--- config.mk ---
export PLATFORM = sky130hd
export DESIGN_NAME = seq_restoring_divider
export DESIGN_NICKNAME = d
export VERILOG_FILES = /design/src/rtl/seq_restoring_divider.sv
export SDC_FILE = /design/constraint.sdc
export NUM_CORES = 1
export LEC_CHECK = 0
export ABC_CLOCK_PERIOD_IN_PS = 2500
export BUFFER_PORTS_ARGS = -buffer_cell sky130_fd_sc_hd__buf_2
export CORE_UTILIZATION = 45
export CTS_CLUSTER_DIAMETER = 200
export DETAILED_ROUTE_END_ITERATION = 16
export GPL_ROUTABILITY_DRIVEN = 0
export PLACE_DENSITY = 0.63
export REMOVE_ABC_BUFFERS = 1
export SLEW_MARGIN = 20
export SYNTH_ARGS = -nofsm -noshare
export SYNTH_HDL_FRONTEND = slang
export SYNTH_SLANG_ARGS = --single-unit
--- constraint.sdc ---
create_clock -name clk -period 2.5 [get_ports clk]
set_input_delay 0.25 -clock clk [delete_from_list [all_inputs] [get_ports clk]]
set_output_delay 0.25 -clock clk [all_outputs]
set_load 0.005 [all_outputs]
--- src/rtl/seq_restoring_divider.sv ---
// Iterative unsigned restoring divider, one quotient bit per clock.
// start/done handshake; results held until the next completion.
module seq_restoring_divider #(
  parameter int WIDTH = 8
) (
  input  logic             clk,
  input  logic             rst_n,
  input  logic             start,
  input  logic [WIDTH-1:0] dividend,
  input  logic [WIDTH-1:0] divisor,
  output logic             busy,
  output logic             done,
  output logic [WIDTH-1:0] quotient,
  output logic [WIDTH-1:0] remainder,
  output logic             div_by_zero
);

  localparam int CW = $clog2(WIDTH + 1);

  typedef enum logic [1:0] {
    IDLE,
    CALC,
    DONE
  } state_t;

  state_t           state_q, state_d;
  logic             busy_q, busy_d;
  logic [CW-1:0]    cnt_q, cnt_d;
  logic [WIDTH-1:0] q_q, q_d;
  logic [WIDTH-1:0] r_q, r_d;
  logic [WIDTH-1:0] d_q, d_d;
  logic [WIDTH-1:0] quo_q, quo_d;
  logic [WIDTH-1:0] rem_q, rem_d;
  logic             dbz_q, dbz_d;

  logic [WIDTH:0]   sh;
  logic [WIDTH:0]   diff;
  logic             neg;
  logic [WIDTH-1:0] q_nx;
  logic [WIDTH-1:0] r_nx;
  logic             last;

  // The shifted remainder is below 2*D, so a WIDTH+1 bit
  // difference is enough to read the sign from its MSB.
  always_comb begin
    sh   = {r_q, q_q[WIDTH-1]};
    diff = sh - {1'b0, d_q};
    neg  = diff[WIDTH];
    q_nx = {q_q[WIDTH-2:0], ~neg};
    r_nx = neg ? sh[WIDTH-1:0] : diff[WIDTH-1:0];
    last = (cnt_q == CW'(WIDTH - 1));
  end

  always_comb begin
    state_d = state_q;
    busy_d  = busy_q;
    cnt_d   = cnt_q;
    q_d     = q_q;
    r_d     = r_q;
    d_d     = d_q;
    quo_d   = quo_q;
    rem_d   = rem_q;
    dbz_d   = dbz_q;
    unique case (state_q)
      IDLE, DONE: begin
        if (start) begin
          q_d    = dividend;
          d_d    = divisor;
          r_d    = '0;
          cnt_d  = '0;
          busy_d = 1'b1;
          if (divisor == '0) begin
            state_d = DONE;
            quo_d   = '1;
            rem_d   = dividend;
            dbz_d   = 1'b1;
          end else begin
            state_d = CALC;
          end
        end else begin
          state_d = IDLE;
          busy_d  = 1'b0;
        end
      end
      CALC: begin
        q_d   = q_nx;
        r_d   = r_nx;
        cnt_d = cnt_q + CW'(1);
        if (last) begin
          state_d = DONE;
          busy_d  = 1'b0;
          quo_d   = q_nx;
          rem_d   = r_nx;
          dbz_d   = 1'b0;
        end
      end
      default: begin
        state_d = IDLE;
        busy_d  = 1'b0;
      end
    endcase
  end

  always_ff @(posedge clk or negedge rst_n) begin
    if (!rst_n) begin
      state_q <= IDLE;
      busy_q  <= 1'b0;
      cnt_q   <= '0;
      q_q     <= '0;
      r_q     <= '0;
      d_q     <= '0;
      quo_q   <= '0;
      rem_q   <= '0;
      dbz_q   <= 1'b0;
    end else begin
      state_q <= state_d;
      busy_q  <= busy_d;
      cnt_q   <= cnt_d;
      q_q     <= q_d;
      r_q     <= r_d;
      d_q     <= d_d;
      quo_q   <= quo_d;
      rem_q   <= rem_d;
      dbz_q   <= dbz_d;
    end
  end

  assign busy        = busy_q;
  assign done        = (state_q == DONE);
  assign quotient    = quo_q;
  assign remainder   = rem_q;
  assign div_by_zero = dbz_q;

endmodule

==> flow_metrics.env <==
export IMPL_outcome="finished clean"
export IMPL_period_share=0.974
export IMPL_critPathCapture="remainder[2]"
export IMPL_synth_edf_count=0
export IMPL_regToRegStartpoint="q_q[7]"
export IMPL_setup_viol=0
export IMPL_place_inst=371
export IMPL_wl_met2_um=2790
export IMPL_final_cell_area_sq_mm=0.00297
export IMPL_area_growth_pct=18.4
export IMPL_die_area_sq_mm=0.00587
export IMPL_worstSetupEndpointType="register"
export IMPL_drt_pass1_iter_count=4
export IMPL_cts_clk_slew_worst_paths_ns=0.09
export IMPL_synth_seq_cells=48
export IMPL_maxCapViolations=0
export IMPL_fin_crit_ns=2.43
export IMPL_dp_hpwl_um=4380
export IMPL_grt_max_degree=32
export IMPL_grt_pass1_vias=1995
export IMPL_critPathArrivalTime_ns=2.61
export IMPL_cts_root_buffer="clkbuf_8"
export IMPL_grt_overflow=0
export IMPL_tightest_slew_ns=0.790
export IMPL_drtIter0Drc=118
export IMPL_fmax_mhz=411
export IMPL_final_hold_violation_count=0
export IMPL_die_width_um=76.6
export IMPL_routed_top_layer="met4"
export IMPL_die_h_um=76.6
export IMPL_mostFrequentLayoutCells="dfrtp_1 (48), nand2_1 (38), buf_2 (37)"
export IMPL_htree_levels=2
export IMPL_drc=0
export IMPL_io_buffer_count=37
export IMPL_initial_core_util=0.478
export IMPL_via_per_inst=5.47
export IMPL_min_path_type="primary input to register"
export IMPL_power_total_mw=4.91
export IMPL_relSlewSlack=0.471
export IMPL_nets=342
export IMPL_diodes=0
export IMPL_cp_max_fo=6
export IMPL_whs_ns=0.154
export IMPL_layout_commonest_cell="dfrtp_1"
export IMPL_drtAntennaViolNets=0
export IMPL_clkLatencyLatePin_ns=0.31
export IMPL_dr_wl_met3_um=205
export IMPL_io_pins=38
export IMPL_r2r_end="remainder[2]"
export IMPL_fin_tns_setup_ns=0
export IMPL_vias=2101
export IMPL_layout_drive_gt1_share=0.229
export IMPL_num_rows=26
export IMPL_cts_tree="yes"
export IMPL_synth_ff_type="dfrtp_1"
export IMPL_async_flop_share=1.00
export IMPL_yosysWarnings=0
export IMPL_fin_cells=384
export IMPL_synth_top_area_frac=0.479
export IMPL_coreArea_sq_mm=0.00524
export IMPL_ir_drop_v=0.000752
export IMPL_wl_per_cell_um=15.9
export IMPL_reg2regPathDepth=10
export IMPL_synth_area_sq_mm=0.00251
export IMPL_post_dp_cell_area_sq_mm=0.00280
export IMPL_cts_buffer_depth=2
export IMPL_cts_buffers_inserted=5
export IMPL_r2r_slack_ns=0.07
export IMPL_synth_cells=266
export IMPL_synth_area_leaders="dfrtp_1 (48%), nand2_1 (5.7%), o21ai_0 (4.6%)"
export IMPL_crit_path_start="q_q[7]"
export IMPL_cellPowerDensity_mw_per_mm2=1660
export IMPL_yosys_area_top_type="dfrtp_1"
export IMPL_skew_ns=0.00617
export IMPL_drv_slew=0
export IMPL_grt_total_usage=0.225
export IMPL_required_ns=2.68
export IMPL_grt_antenna_before_repair=0
export IMPL_critPathLaunchType="register"
export IMPL_synth_cell_type_count=48
export IMPL_yosysSeqAreaShare=0.479
export IMPL_p_leak_nw=1.35
export IMPL_grt_pass1_wl_um=10200
export IMPL_syn_avg_cell_area_sq_um=9.42
export IMPL_cts_sinks=48
export IMPL_worst_setup_path_type="register to register"
export IMPL_wl_met1_um=3040
export IMPL_fill_cells=517
export IMPL_routed_wl_um=6120
-- report_power, final --
part / total [mW] / internal [mW] / leakage [nW] / switching (mW)
Sequential: 1.43 / 1.18 / 0.569 / 0.258
Combinational: 2.98 / 1.38 / 0.736 / 1.59
Clock: 0.502 / 0.224 / 0.0434 / 0.278
Total: 4.91 / 2.78 / 1.35 / 2.13
-- cell type report --
type	instances	area (sq um)	share of cell area
Clock buffer	6	82.6	0.0278
Clock inverter	2	15.0	0.00506
Inverter	13	51.3	0.0173
Multi-Input combinational cell	192	1210	0.409
Sequential cell	48	1200	0.405
Tap cell	70	87.6	0.0295
Timing Repair Buffer	53	315	0.106
-- stage by stage --
stage,setup slack (ns),utilization
2_1_floorplan,0.183,-
3_3_place_gp,0.118,0.535
3_5_place_dp,0.0140,0.535
4_1_cts,-0.000222,0.557
5_1_grt,-0.00963,0.566
6_report,0.0660,0.566
-- worst max-delay path: stages, from the launching register on --
cell	delay [ns]
dfrtp_1	0.38
inv_1	0.07
ha_1	0.16
inv_1	0.05
fa_1	0.42
a211oi_2	0.29
o211ai_1	0.18
o211ai_4	0.21
buf_4	0.18
mux2i_2	0.24
o211ai_1	0.13
-- worst min-delay path by stage --
| stage | end | startpoint | cells past startpoint |
|---|---|---|---|
| final | d_q[0] | divisor[0] | 3 |
| after global routing | d_q[0] | divisor[0] | 3 |
| after CTS | d_q[4] | divisor[4] | 3 |
| after detailed placement | d_q[6] | rst_n | 1 |
| after global placement | d_q[7] | rst_n | 1 |
| after floorplan | busy | rst_n | 0 |
-- Yosys cell counts, drive strengths merged (5+ instances only) --
| cell type | instances |
|---|---|
| a211oi | 6 |
| a21oi | 15 |
| a22oi | 7 |
| a31oi | 5 |
| clkbuf | 9 |
| dfrtp | 48 |
| ha | 9 |
| inv | 13 |
| mux2i | 5 |
| nand2 | 38 |
| nand3 | 5 |
| nor2 | 22 |
| nor3 | 7 |
| o21ai | 24 |
-- sequential cells by signal, summed over array words and instances (netlist names) --
| signal | count |
|---|---|
| d_q | 8 |
| q_q | 8 |
| quotient | 8 |
| r_q | 8 |
| remainder | 8 |
| cnt_q | 4 |
| state_q | 2 |
| busy | 1 |
| div_by_zero | 1 |
-- logic make-up (layout without fill, tap and decap cells) --
family / Yosys count / in the layout / synth area share
and+or+nand+nor: 92 / 92 / 0.171
adders and majority gates: 10 / 10 / 0.0529
DFF: 48 / 48 / 0.479
buffers and inverters: 26 / 74 / 0.0444
xor gates and xnor gates: 6 / 6 / 0.0210
AOI/OAI and AO/OA: 77 / 77 / 0.203
muxes: 7 / 7 / 0.0290
-- metal layers --
metal	up-vias	track usage
li1	1040	-
met1	1006	0.314
met2	48	0.355
met3	7	0.0395
met4	0	0.0750
met5	-	0
-- what timing repair did --
| item | CTS | global route |
|---|---|---|
| endpoints found under the hold margin | 17 | 0 |
| endpoints found under the setup margin | 1 | 13 |
| pin swaps | 1 | 3 |
| hold buffers | 1 | 0 |
| resized for setup | 1 | 5 |
| setup buffers | 0 | 4 |
No activity file was read; power rests on OpenSTA's default activity.
